--- src/rtl/ram_fifo_ctrl_if.sv ---
// Push/pop handshake and status bundle between the datapath and the FIFO controller.
// The master modport belongs to the datapath, and the slave modport belongs to the controller.
interface ram_fifo_ctrl_if #(
    parameter int DATA_W = 8,
    parameter int ADDR_W = 10
);
    logic              push;
    logic [DATA_W-1:0] push_data;
    logic              pop;
    logic [DATA_W-1:0] pop_data;
    logic              pop_valid;
    logic              full;
    logic              empty;
    logic [ADDR_W:0]   count;
    logic              ovf;
    logic              udf;

    modport master (
        output push, push_data, pop,
        input  pop_data, pop_valid, full, empty, count, ovf, udf
    );

    modport slave (
        input  push, push_data, pop,
        output pop_data, pop_valid, full, empty, count, ovf, udf
    );
endinterface

--- src/rtl/ram_fifo_ctrl.sv ---
// FIFO controller that turns an external dual-port RAM with a registered read port into a queue.
// It owns the pointers, the occupancy count and the sticky error flags. The RAM only responds to it.
module ram_fifo_ctrl #(
    parameter int DATA_W = 8,
    parameter int ADDR_W = 10
) (
    input  logic                clk,
    input  logic                rst,
    ram_fifo_ctrl_if.slave      fifo,
    output logic                ram_we,
    output logic [ADDR_W-1:0]   ram_wr_add,
    output logic [ADDR_W-1:0]   ram_rd_add,
    output logic [DATA_W-1:0]   ram_d,
    input  logic [DATA_W-1:0]   ram_q
);
    localparam logic [ADDR_W:0] DEPTH = {1'b1, {ADDR_W{1'b0}}};

    logic [ADDR_W-1:0] wr_ptr;
    logic [ADDR_W-1:0] rd_ptr;
    logic [ADDR_W:0]   count_q;
    logic              pop_valid_q;
    logic              ovf_q;
    logic              udf_q;
    logic              full;
    logic              empty;
    logic              push_ok;
    logic              pop_ok;

    // The flags come from the count and not from the pointers. This is because the pointers are equal both when the FIFO is empty and when it is full.
    assign full    = (count_q == DEPTH);
    assign empty   = (count_q == '0);
    assign push_ok = fifo.push & ~full;
    assign pop_ok  = fifo.pop & ~empty;

    assign ram_we     = push_ok;
    assign ram_wr_add = wr_ptr;
    assign ram_d      = fifo.push_data;
    assign ram_rd_add = rd_ptr;

    assign fifo.pop_data  = ram_q;
    assign fifo.pop_valid = pop_valid_q;
    assign fifo.full      = full;
    assign fifo.empty     = empty;
    assign fifo.count     = count_q;
    assign fifo.ovf       = ovf_q;
    assign fifo.udf       = udf_q;

    // NOTE: the asynchronous reset clears only the control state. The external RAM keeps its contents, but those contents are unreachable until they are rewritten.
    always_ff @(posedge clk or posedge rst) begin
        if (rst) begin
            wr_ptr      <= '0;
            rd_ptr      <= '0;
            count_q     <= '0;
            pop_valid_q <= 1'b0;
            ovf_q       <= 1'b0;
            udf_q       <= 1'b0;
        end else begin
            // NOTE: use non-blocking assignments here so that every register sees the pre-edge values of its peers.
            if (push_ok) wr_ptr <= wr_ptr + ADDR_W'(1);
            if (pop_ok)  rd_ptr <= rd_ptr + ADDR_W'(1);
            pop_valid_q <= pop_ok;
            unique case ({push_ok, pop_ok})
                2'b10:   count_q <= count_q + (ADDR_W+1)'(1);
                2'b01:   count_q <= count_q - (ADDR_W+1)'(1);
                default: count_q <= count_q;
            endcase
            ovf_q <= ovf_q | (fifo.push & full);
            udf_q <= udf_q | (fifo.pop & empty);
        end
    end
endmodule
--- src/flat_wrapper.sv ---
// flat-port wrapper written by rule: the top's interface ports become plain ports
module ram_fifo_ctrl_flat 
#(
    parameter int DATA_W = 8,
    parameter int ADDR_W = 10
)
  (clk, rst, ram_we, ram_wr_add, ram_rd_add, ram_d, ram_q, fifo_push, fifo_push_data, fifo_pop, fifo_pop_data, fifo_pop_valid, fifo_full, fifo_empty, fifo_count, fifo_ovf, fifo_udf);
  ram_fifo_ctrl_if #(.DATA_W(DATA_W), .ADDR_W(ADDR_W)) fifo_i ();
  input  logic clk;
  input  logic rst;
  output logic ram_we;
  output logic [ADDR_W-1:0] ram_wr_add;
  output logic [ADDR_W-1:0] ram_rd_add;
  output logic [DATA_W-1:0] ram_d;
  input  logic [DATA_W-1:0] ram_q;
  input wire logic [$bits(fifo_i.push)-1:0] fifo_push;
  input wire logic [$bits(fifo_i.push_data)-1:0] fifo_push_data;
  input wire logic [$bits(fifo_i.pop)-1:0] fifo_pop;
  output wire logic [$bits(fifo_i.pop_data)-1:0] fifo_pop_data;
  output wire logic [$bits(fifo_i.pop_valid)-1:0] fifo_pop_valid;
  output wire logic [$bits(fifo_i.full)-1:0] fifo_full;
  output wire logic [$bits(fifo_i.empty)-1:0] fifo_empty;
  output wire logic [$bits(fifo_i.count)-1:0] fifo_count;
  output wire logic [$bits(fifo_i.ovf)-1:0] fifo_ovf;
  output wire logic [$bits(fifo_i.udf)-1:0] fifo_udf;
  assign fifo_i.push = fifo_push;
  assign fifo_i.push_data = fifo_push_data;
  assign fifo_i.pop = fifo_pop;
  assign fifo_pop_data = fifo_i.pop_data;
  assign fifo_pop_valid = fifo_i.pop_valid;
  assign fifo_full = fifo_i.full;
  assign fifo_empty = fifo_i.empty;
  assign fifo_count = fifo_i.count;
  assign fifo_ovf = fifo_i.ovf;
  assign fifo_udf = fifo_i.udf;
  ram_fifo_ctrl #(.DATA_W(DATA_W), .ADDR_W(ADDR_W)) u_core (.clk(clk), .rst(rst), .fifo(fifo_i), .ram_we(ram_we), .ram_wr_add(ram_wr_add), .ram_rd_add(ram_rd_add), .ram_d(ram_d), .ram_q(ram_q));
endmodule
--- config.mk ---
export PLATFORM = sky130hd
export DESIGN_NAME = ram_fifo_ctrl_flat
export DESIGN_NICKNAME = d
export VERILOG_FILES = /design/src/rtl/ram_fifo_ctrl_if.sv /design/src/rtl/ram_fifo_ctrl.sv /design/src/flat_wrapper.sv
export SDC_FILE = /design/constraint.sdc
export NUM_CORES = 1
export LEC_CHECK = 0
export BUFFER_PORTS_ARGS = -buffer_cell sky130_fd_sc_hd__buf_2
export CORE_MARGIN = 5
export CORE_UTILIZATION = 53
export DETAILED_ROUTE_END_ITERATION = 16
export PLACE_DENSITY = 0.89
export RECOVER_POWER = 25
export SLEW_MARGIN = 40
export SYNTH_ARGS = -nofsm -noshare
export SYNTH_HDL_FRONTEND = slang
export SYNTH_SLANG_ARGS = --single-unit
--- constraint.sdc ---
create_clock -name clk -period 9.7 [get_ports clk]
set_clock_uncertainty 0.05 [all_clocks]
set_input_delay 0 -clock clk [delete_from_list [all_inputs] [get_ports clk]]
set_output_delay 0 -clock clk [all_outputs]
set_load 0.01 [all_outputs]
==> impl_metrics.toml <==
[run_status]
failed_checks = "max-capacitance violations, max-slew violations"
status = "finished with violations"

[sta]
worst_pin_slew_ps = 1770
rsz0062_at_grt = "false"
hold_violations = 0
setup_viol = 0
fin_crit_ps = 3810
timing.final.crit_share = 0.393
relSlewSlack = -0.178
finalSetupTns_ps = 0
clock.fmax_mhz = 262
report.final.slew_viol_count = 35

[grt]
grt_pass1_vias = 1555
grt_max_degree = 35
track_usage = 0.174
overflow = 0
grt_pass1_wl_mm = 7.09
antenna_found_initial = 0

[layout]
final_cell_area_sq_um = 2420
layout_common_cells = "40 x buf_2, 34 x dfrtp_1, 19 x nand2_1, 19 x dlygate4sd3_1, 16 x nor2_1"
area_growth_pct = 21.1
final_net_count = 283
fill_cells = 285
n_antenna_cell = 0
layout-drive-gt1-share = 0.219
final_common_cell = "buf_2"

[yosys]
synth-compound-area-share = 0.137
syn_area_sq_um = 2000
ys_types = 39
synthMuxAreaShare = 0.0181
syn_inst = 202
synth.area.top_cells = "dfrtp_1 43%, ha_1 7.5%, xnor2_1 6.1%"
synth_adder_area_share = 0.0851
ys_seq_elements = 34
ys_seq_area_frac = 0.425
syn-num-nets = 235
netlist.area_leader.share = 0.425
synth_top_family_by_area = "simple AND/OR/NAND/NOR gates"
yosys.area_share.simple = 0.147
synthXorXnorAreaFrac = 0.101
synth_area_leader_cell = "dfrtp_1"
yosys_warnings = 0
post_synth.cell_area_avg_sq_um = 9.90

[cts]
post_cts_buffers = 0
root_buffer = "clkbuf_8"
clkSinkCount = 34
cts_tree = "done"
clock_latency_ps = 290
clk_path_buf_depth = 2
h-tree-depth = 2
numCtsBuffers = 5
path_clk_slew_ps = 70

[detailed_routing]
drt-pass1-iter-count = 4
drt-total-wl_mm = 4.34
ant_nets = 0
drt_first_iter_violations = 74
post-route-drc-count = 0
routedWlPerCell_microns = 14.5
via_per_inst = 5.44
dr_total_vias = 1626

[pwr]
p_per_area_nw_per_um2 = 281
p_leak_nw = 1.20
ir_drop_uv = 127

[floorplanning]
die_y_microns = 71.4
dieArea_sq_um = 5100
initial_core_util = 0.546
ios = 73
core_region_area_sq_um = 3660
rows = 22
die_x_microns = 71.4

[place]
dpl_cell_area_sq_um = 2140
portBuffers = 40
dpl.hpwl_mm = 3.09
gp_congestion = 0.821

[critical_path]
cp_max_fo = 12
crit_arrival_ps = 3930
critical_path_class = "reg -> reg"
r2r_slack_ps = 5890
cp.required_ps = 9820
startpoint_type = "flop"
crit_path_end_kind = "flop"

[run]
maxCapViolations = 1

[hold_path]
hp-class = "reg -> reg"
==> what timing repair did <==
item / 4_1_cts / 5_1_grt
endpoints found under the hold margin: 53 / 0
gates resized for setup: 0 / 0
hold buffers: 19 / 0
endpoints found under the setup margin: 0 / 0
==> layout make-up <==
type | count | area [sq um] | share of cell area
Multi-Input combinational cell | 138 | 982 | 0.405
Sequential cell | 34 | 851 | 0.351
Timing Repair Buffer | 60 | 394 | 0.163
Clock buffer | 6 | 82.6 | 0.0341
Tap cell | 48 | 60.1 | 0.0248
Inverter | 11 | 41.3 | 0.0170
Clock inverter | 2 | 12.5 | 0.00516
==> final timing paths <==
kind | end | cells past startpoint | startpoint
max | u_core.fifo.count[10] | 10 | u_core.fifo.count[5]
min reg2reg | u_core.fifo.udf | 1 | u_core.fifo.udf
min in group asynchronous | u_core.ram_wr_add[0] | 4 | rst
max in group asynchronous | u_core.ram_rd_add[2] | 4 | rst
max reg2reg | u_core.fifo.count[10] | 10 | u_core.fifo.count[5]
min | u_core.fifo.udf | 1 | u_core.fifo.udf
==> power by group <==
group	switching, mW	internal, mW
logic	0.169	0.140
registers	0.0665	0.197
clock network	0.0531	0.0570
==> critical path, stage by stage, from the launching register on <==
cell and delay, ps:
dfrtp_1 420, nor4_2 520, a41o_1 410, ha_1 510, inv_1 170, fa_1 470, nor2b_4 140, o31a_1 190
o31a_1 200, mux2_4 310, a2111oi_1 310
==> registers in the layout (all words and copies together) (netlist names) <==
name / count
u_core.fifo.count: 11
u_core.fifo.ovf: 1
u_core.fifo.pop_valid: 1
u_core.fifo.udf: 1
u_core.ram_rd_add: 10
u_core.ram_wr_add: 10
==> cell usage after synthesis (all sizes together) <==
library cell,n
dfrtp,34
nand2,19
buf,17
nor2,16
xnor2,14
ha,12
inv,11
o21ai,9
xor2,9
a21oi,7
nand3,7
a21o,6
nand4,5
nor3,5
nor4,3
o21a,3
a211oi,2
and3,2
and4,2
clkbuf,2
mux2,2
o31a,2
a2111oi,1
a311oi,1
a41o,1
a41oi,1
fa,1
mux2i,1
nor2b,1
o2111ai,1
o211a,1
o21bai,1
o22ai,1
o31ai,1
o41ai,1
==> kinds of logic (layout without fill, tap and decap cells) <==
group / after synthesis / count (layout)
xor gates and xnor gates: 23 / 23
and+or+nand+nor: 60 / 60
DFF: 34 / 34
adders and majority gates: 13 / 13
AOI/OAI and AO/OA: 39 / 39
buffers and inverters: 30 / 79
muxes: 3 / 3
==> metrics by stage <==
stage                     power, mW  std cells   util  hold WS, ps  setup WS, ps
after floorplan               0.464        202      -         41.8          6240
after global placement        0.549        272  0.583        -49.9          5860
after detailed placement      0.563        272  0.583        -49.9          5680
after CTS                     0.684        299  0.661          314          5660
after global routing          0.734        299  0.662          425          5670
final                         0.682        299  0.662          400          5890
==> layer usage <==
metal / vias to the layer above / wire [microns] / track usage
li1: 785 / - / -
met1: 785 / 1820 / 0.227
met2: 53 / 2200 / 0.281
met3: 3 / 286 / 0.0463
met4: 0 / 36 / 0.0585
met5: - / 0 / 0
Note: power is estimated with default switching activity, not from simulation.
